--- src/rtl/axis_rr_arbiter.sv ---
// axis_rr_arbiter: packet-granular round-robin arbiter sharing one AXI Stream sink among NUM_PORTS sources.
// Define AXIS_ARB_TID_EN to add m_axis_tid_o carrying the granted source index.
module axis_rr_arbiter #(
    parameter int  NUM_PORTS   = 4,
    parameter int  DATA_WIDTH  = 8,
    localparam int GRANT_WIDTH = $clog2(NUM_PORTS)
) (
    input  logic                            clk_i,
    input  logic                            arstn_i,
    input  logic [NUM_PORTS*DATA_WIDTH-1:0] s_axis_tdata_i,
    input  logic [NUM_PORTS-1:0]            s_axis_tvalid_i,
    input  logic [NUM_PORTS-1:0]            s_axis_tlast_i,
    output logic [NUM_PORTS-1:0]            s_axis_tready_o,
    input  logic                            m_axis_tready_i,
    output logic [DATA_WIDTH-1:0]           m_axis_tdata_o,
    output logic                            m_axis_tvalid_o,
    output logic                            m_axis_tlast_o,
    output logic [GRANT_WIDTH-1:0]          grant_o,
    output logic                            busy_o
`ifdef AXIS_ARB_TID_EN
    ,
    output logic [GRANT_WIDTH-1:0]          m_axis_tid_o
`endif
);
    typedef enum logic {IDLE, XFER} state_t;
    state_t                 state, state_next;
    logic [GRANT_WIDTH-1:0] grant, grant_next, last_grant, last_grant_next, winner;
    int                     idx;
    always_ff @(posedge clk_i) begin
        if (!arstn_i) begin
            state      <= IDLE;
            grant      <= '0;
            last_grant <= GRANT_WIDTH'(NUM_PORTS - 1);
        end else begin
            state      <= state_next;
            grant      <= grant_next;
            last_grant <= last_grant_next;
        end
    end
    // Scan downward so the port closest after last_grant is the final assignment.
    always_comb begin
        winner = grant;
        idx    = 0;
        for (int k = NUM_PORTS; k >= 1; k--) begin
            idx = (int'(last_grant) + k) % NUM_PORTS;
            if (s_axis_tvalid_i[GRANT_WIDTH'(idx)]) winner = GRANT_WIDTH'(idx);
        end
    end
    always_comb begin
        state_next      = state;
        grant_next      = grant;
        last_grant_next = last_grant;
        if (state == IDLE && |s_axis_tvalid_i) begin
            state_next = XFER;
            grant_next = winner;
        end
        if (state == XFER && m_axis_tvalid_o && m_axis_tready_i && m_axis_tlast_o) begin
            state_next      = IDLE;
            last_grant_next = grant;
        end
    end
    assign busy_o          = state == XFER;
    assign grant_o         = grant;
    assign m_axis_tvalid_o = busy_o & s_axis_tvalid_i[grant];
    assign m_axis_tlast_o  = busy_o & s_axis_tlast_i[grant];
    assign m_axis_tdata_o  = busy_o ? s_axis_tdata_i[grant*DATA_WIDTH +: DATA_WIDTH] : '0;
    assign s_axis_tready_o = busy_o ? NUM_PORTS'(m_axis_tready_i) << grant : '0;
`ifdef AXIS_ARB_TID_EN
    assign m_axis_tid_o    = busy_o ? grant : '0;
`endif
endmodule

--- config.mk ---
export PLATFORM = sky130hd
export DESIGN_NAME = axis_rr_arbiter
export DESIGN_NICKNAME = d
export VERILOG_FILES = /design/src/rtl/axis_rr_arbiter.sv
export SDC_FILE = /design/constraint.sdc
export NUM_CORES = 1
export LEC_CHECK = 0
export CAP_MARGIN = 10
export CORE_MARGIN = 4
export CORE_UTILIZATION = 29
export CTS_CLUSTER_DIAMETER = 80
export DETAILED_ROUTE_END_ITERATION = 7
export PLACE_DENSITY = 0.79
export SLEW_MARGIN = 20
export SYNTH_ARGS = -nofsm -noshare
export SYNTH_HDL_FRONTEND = slang
export SYNTH_SLANG_ARGS = --single-unit
--- constraint.sdc ---
create_clock -name clk_i -period 2.3 [get_ports clk_i]
set_input_delay 0.69 -clock clk_i [delete_from_list [all_inputs] [get_ports clk_i]]
set_output_delay 0.69 -clock clk_i [all_outputs]
set_load 0.02 [all_outputs]
==> results of run 1 <==
[synthesized netlist by cell type, drive strengths merged (2+ instances only)]
cell type	number
inv	4
o21ai	2
buf	3
nor3	2
nor2	3
and2	10
clkbuf	2
dfxtp	5
mux4	10
mux2i	2
nand2	3
[power groups by stage]
stage,Sequential (mW),Combinational [mW],Clock (mW)
final,0.107,0.289,0.102
after global routing,0.108,0.307,0.112
after CTS,0.106,0.294,0.109
after detailed placement,0.106,0.289,0
after global placement,0.106,0.282,0
after floorplan,0.107,0.124,0
[cells by family after synthesis]
logic type	Yosys count	share of synthesized area [%]
AND/OR/NAND/NOR	24	23.1
multiplexers	12	40.4
AO/OA/AOI/OAI	10	12.4
buffers and inverters	9	7.63
flip-flops	5	16.5
[metal layers]
layer / routed length, um / vias to the layer above
li1: - / 386
met1: 932 / 385
met2: 1430 / 50
met3: 389 / 4
met4: 34 / 0
met5: 0 / -
[tightest hold or removal path, cell delays in order, from the launching register on]
cell	delay, ns
dfxtp_1	0.38
mux2i_1	0.10
nand2_1	0.06
[placed cells by master, fill, tap and decap left out, types with 2 or more instances in the layout]
cell type	n
buf_6	11
and2_4	10
mux2i_1	2
clkdlybuf4s50_1	4
clkbuf_4	3
dfxtp_1	3
nand2_1	3
nor3_1	2
dfxtp_2	2
buf_2	12
buf_4	18
mux4_2	10
nor2_1	3
clkbuf_2	18
inv_1	4
o21ai_0	2
clkdlybuf4s15_1	12
[what timing repair did]
item | 4_1_cts | 5_1_grt
setup endpoints to repair | 14 | 9
setup buffers | 1 | 0
hold buffers | 0 | 0
pin swaps | 1 | 0
gates resized for setup | 184 | 21
[per-stage QoR]
stage                     instance area, sq um  utilization (%)  worst slack, ns
after floorplan                            607                -            0.112
after global placement                    1330             67.0           -0.688
after detailed placement                  1330             67.0           -0.717
after CTS                                 1340             67.4          0.00126
after global routing                      1250             63.2         0.000428
final                                     1250             63.2          0.00881
[final timing paths]
kind	to	start	slack, ns	depth (start not counted)
setup reg to reg	last_grant[0]	grant_o[0]	0.56	7
hold / removal	last_grant[0]	last_grant[0]	0.57	2
setup / recovery	m_axis_tdata_o[4]	s_axis_tdata_i[20]	0.009	4
hold reg to reg	last_grant[0]	last_grant[0]	0.57	2
[state kept, by name, summed over array words and instances, names as in the netlist]
| signal | cells |
|---|---|
| busy_o | 1 |
| last_grant | 2 |
| grant_o | 2 |
[area by class of cell]
type                    instances  area [sq um]
flip-flops and latches          5           103
multi-input cells              46           485
fillers                       170           729
inverters                       4          15.0
well taps                      27          33.8
repair buffers                 77           589
clock buffers                   4          26.3
==> run metrics, run 1 <==
post-synthesis average cell area 10.1 sq um; Internal roughly 0.34 mW; first-pass GRT wire length 3970 um; register share of total power 21.4%; initial DRC count 15; remaining global-route overflow 0; clock power share 20.5%; final setup TNS 0 ns; cells along the critical path clkdlybuf4s15_1, mux4_2, and2_4, buf_6; Layout Cells excl Fill 163; Tot GR Track Use 19.4%; ys flop type dfxtp_1; Yosys Warn Count 0; library cells used by synthesis 27; CP Data Arrival Time 1.60 ns; met2 usage 36.5%; boundary pin count 60; max cap viols 0; P_leak 0.617 nW; CP top delay family multiplexers; Hold WS about 0.57 ns; worst vdd ir 0.260 mV; total CTS buffers 3; max_slew headroom 77.5%; pin count of the biggest net entering global routing 16; Final nets 180; Die Y approximately 54 um; sw frac 32.2%; Worst Hold Class reg -> reg; CP Max Fanout 1; worst slew pin tran 0.335 ns; CP required 1.61 ns; #FFs+latches synth 5; period utilisation layout 99.6%; number of I/O port buffers slightly below 60; ANT cells 0; CTS tree yes; die extent in x between 50 and 60 um; Syn Inst Count 60; Max clock buf depth 2; asr flop ratio synth 0%; remaining antenna violation count after routing 0; antenna violations before repair 0; Setup Viol. Count Final 0; Final min period between 2 and 2.5 ns; Comb pwr share 58.1%; Routed WL per cell 17.1 um; clk_skew 0.00270 ns; P_sw 0.160 mW; CTS Sinks 5; Vias 825; H-tree lvl count 1; Area contributors post-synth mux4_2, dfxtp_1, and2_1; outcome complete, no violations; synthesized net count slightly above 100; DPL Wire Length 2200 um; RSZ-0062 raised after global routing false; RD Place Congestion 0.834; Std-Cell Rows 16; area grow syn2layout 106%; Fin. Hold Viols 0; vias in the first global route 884; Seq/Total Area, Yosys roughly 16%; Slowest-stage cell, CP mux4_2; GR Util met3 6.93%; CP Launch Type input pin; core area 0.00198 sq mm; Pwr Density slightly below 400 mW/mm^2; Root Driver clkbuf_4; area leader, netlist mux4_2; final-report max-slew violation count 0; Setup crit end kind output pin; share of cells above drive strength 1 63.2%; number of iterations in the first detailed-routing pass 4; Placed Cells 158; detailed-route DRC error count 0; CP peak stage delay 0.45 ns; fraction of met1 tracks used by global routing a little under a fifth; Max Clock Freq between 400 and 500 MHz; Worst-Skew Late Latency 0.24 ns; Setup CP Type in -> out; Post-Route WL 2790 um; Yosys top cell area share between 30% and 40%; vias per cell about 5.1; full die area 0.00289 sq mm; EDFF count, synth 0; synthesized area 607 sq um; Worst Path Buf+Inv 2; Initial Util 30.6%; CTS clk-pin slew, worst paths roughly 0.04 ns; PnR Total Power 0.497 mW; gr busiest metal met2
Note: power is estimated with default switching activity, not from simulation.
==> inputs of run 2 (changes only) <==
--- a/config.mk
+++ b/config.mk
@@ -11,7 +11,7 @@
 export CTS_CLUSTER_DIAMETER = 80
 export DETAILED_ROUTE_END_ITERATION = 7
 export PLACE_DENSITY = 0.79
-export SLEW_MARGIN = 20
+export SLEW_MARGIN = 30
 export SYNTH_ARGS = -nofsm -noshare
 export SYNTH_HDL_FRONTEND = slang
 export SYNTH_SLANG_ARGS = --single-unit
==> results of run 2 <==
Same layout as run 1: the final DEF is identical, and so are final timing and power.
==> inputs of run 3 (changes only) <==
==> constraint.sdc (replaced) <==
create_clock -name clk_i -period 2.15 [get_ports clk_i]
set_input_delay 0.645 -clock clk_i [delete_from_list [all_inputs] [get_ports clk_i]]
set_output_delay 0.645 -clock clk_i [all_outputs]
set_load 0.02 [all_outputs]
==> run 3 against run 2 <==
  * The run now ends with negative setup slack left
  * First-iteration DRC count fell by 20%
  * Count of clock-buffer cells in the layout did not move
  * Flip-flop and latch count did not move
  * Via count fell by 1.9%
  * Clock power rose by 9%
  * Power rose by 7.6%
  * Sequential share of layout area rose by 0.18 points
  * Non-clock buffer count did not move
==> run metrics, run 3 (synthesis results as in run 1) <==
number of I/O port buffers between 50 and 60; hold path depth 2; remaining antenna violation count after routing 0; Setup CP Type reg -> out; remaining global-route overflow 0; PnR Total Power 0.534 mW; commonest non-fill, non-tap cells in the layout buf_2, buf_6, buf_4; Max Clock Freq 461 MHz; total CTS buffers 3; CP Launch Type flip-flop; Setup crit end kind output pin; Worst-Skew Late Latency about 0.25 ns; CP required 1.50 ns; Vias 809; vias in the first global route 820; Root Driver clkbuf_4; CTS Sinks 5; Worst Hold Class reg -> reg; Routed WL per cell roughly 15 um; RSZ-0062 raised after global routing true; boundary pin count 60; number of iterations in the first detailed-routing pass 4; Post-Route WL 2480 um; Tot GR Track Use between 10% and 20%; share of cells above drive strength 1 69.1%; Final nets 180; die extent in x 53.7 um; Pwr Density 431 mW/mm^2; CTS tree yes; CP Max Fanout 4; outcome finished, violations left; core area 0.00198 sq mm; final-report max-slew violation count 0; pin count of the biggest net entering global routing 15; full die area 0.00289 sq mm; Final WS setup -0.0172 ns; initial DRC count 12; Setup Viol. Count Final 7; Hold WS 0.546 ns; Initial Util a little under a third; Std-Cell Rows 16; detailed-route DRC error count 0; H-tree lvl count 1; ANT cells 0; worst vdd ir 0.312 mV; dpl ws -0.826 ns; area grow syn2layout 105%; DPL Wire Length around 2100 um; Fin. Hold Viols 0; antenna violations before repair 0; most common cell after layout, fill and taps aside buf_2; hold buffers post-CTS 0; period utilisation layout 101%; worst reg2reg path depth 7; violated checks negative setup slack; clk_skew around 0.0035 ns; Max clock buf depth 2; vias per cell 4.96; max cap viols 0; CTS clk-pin slew, worst paths 0.04 ns; Final min period around 2.2 ns; CP Data Arrival Time 1.52 ns; max_slew headroom 79.6%; P_leak 0.649 nW; first-pass GRT wire length 3580 um; worst slew pin tran 0.303 ns; Die Y approximately 54 um; RD Place Congestion about 0.8
==> run 3: cell count changes in the layout (fill, tap and decap cells not counted), moves of 2 or more <==
cell and delta:
buf_2 +25, clkbuf_2 -18, clkdlybuf4s15_1 -9, buf_6 +7, buf_4 -4, clkdlybuf4s50_1 -2, dfxtp_2 -2, dlymetal6s2s_1 +2
==> run 3: final timing paths <==
kind	slack (ns)	endpoint	from
setup reg to reg	0.42	last_grant[0]	grant_o[0]
setup / recovery	-0.02	m_axis_tdata_o[7]	grant_o[0]
hold reg to reg	0.55	last_grant[0]	last_grant[0]
hold / removal	0.55	last_grant[0]	last_grant[0]
==> run 3: final cells by class <==
class	count	area (sq um)
Timing Repair Buffer	77	577
Tap cell	27	33.8
Fill cell	173	741
Sequential cell	5	104
Clock buffer	4	26.3
Multi-Input combinational cell	46	485
Inverter	4	15.0
==> run 3: repair_timing <==
item | in CTS | in global routing
pin swaps | 10 | 0
setup endpoints to repair | 14 | 12
gates resized for setup | 218 | 5
buffers inserted | 1 | 3
==> run 3: worst max-delay path: stages (launching register included) <==
cell and delay, ns:
dfxtp_4 0.37, buf_6 0.13, mux4_2 0.49, and2_4 0.16, buf_6 0.12
==> run 3: routing by layer <==
metal / up-vias / track usage, % / wire length (um)
li1: 384 / - / -
met1: 373 / 18.6 / 890
met2: 48 / 30.0 / 1160
met3: 4 / 4.99 / 385
met4: 0 / 10.6 / 46
met5: - / 0 / 0
==> run 3: report_power, final <==
part | leakage (nW) | total [mW] | internal [mW] | switching, mW
clock | 0.0150 | 0.111 | 0.0703 | 0.0411
combinational | 0.592 | 0.313 | 0.193 | 0.119
sequential | 0.0419 | 0.110 | 0.100 | 0.0101
total | 0.649 | 0.534 | 0.364 | 0.170
==> run 3: stage by stage <==
step,util (%),area (sq um),setup TNS [ns],instances
2_1_floorplan,-,607,0,60
3_3_place_gp,65.8,1310,-8.88,155
3_5_place_dp,65.8,1310,-9.05,155
4_1_cts,60.3,1190,-0.141,160
5_1_grt,62.6,1240,-0.390,163
6_report,62.6,1240,-0.0727,163
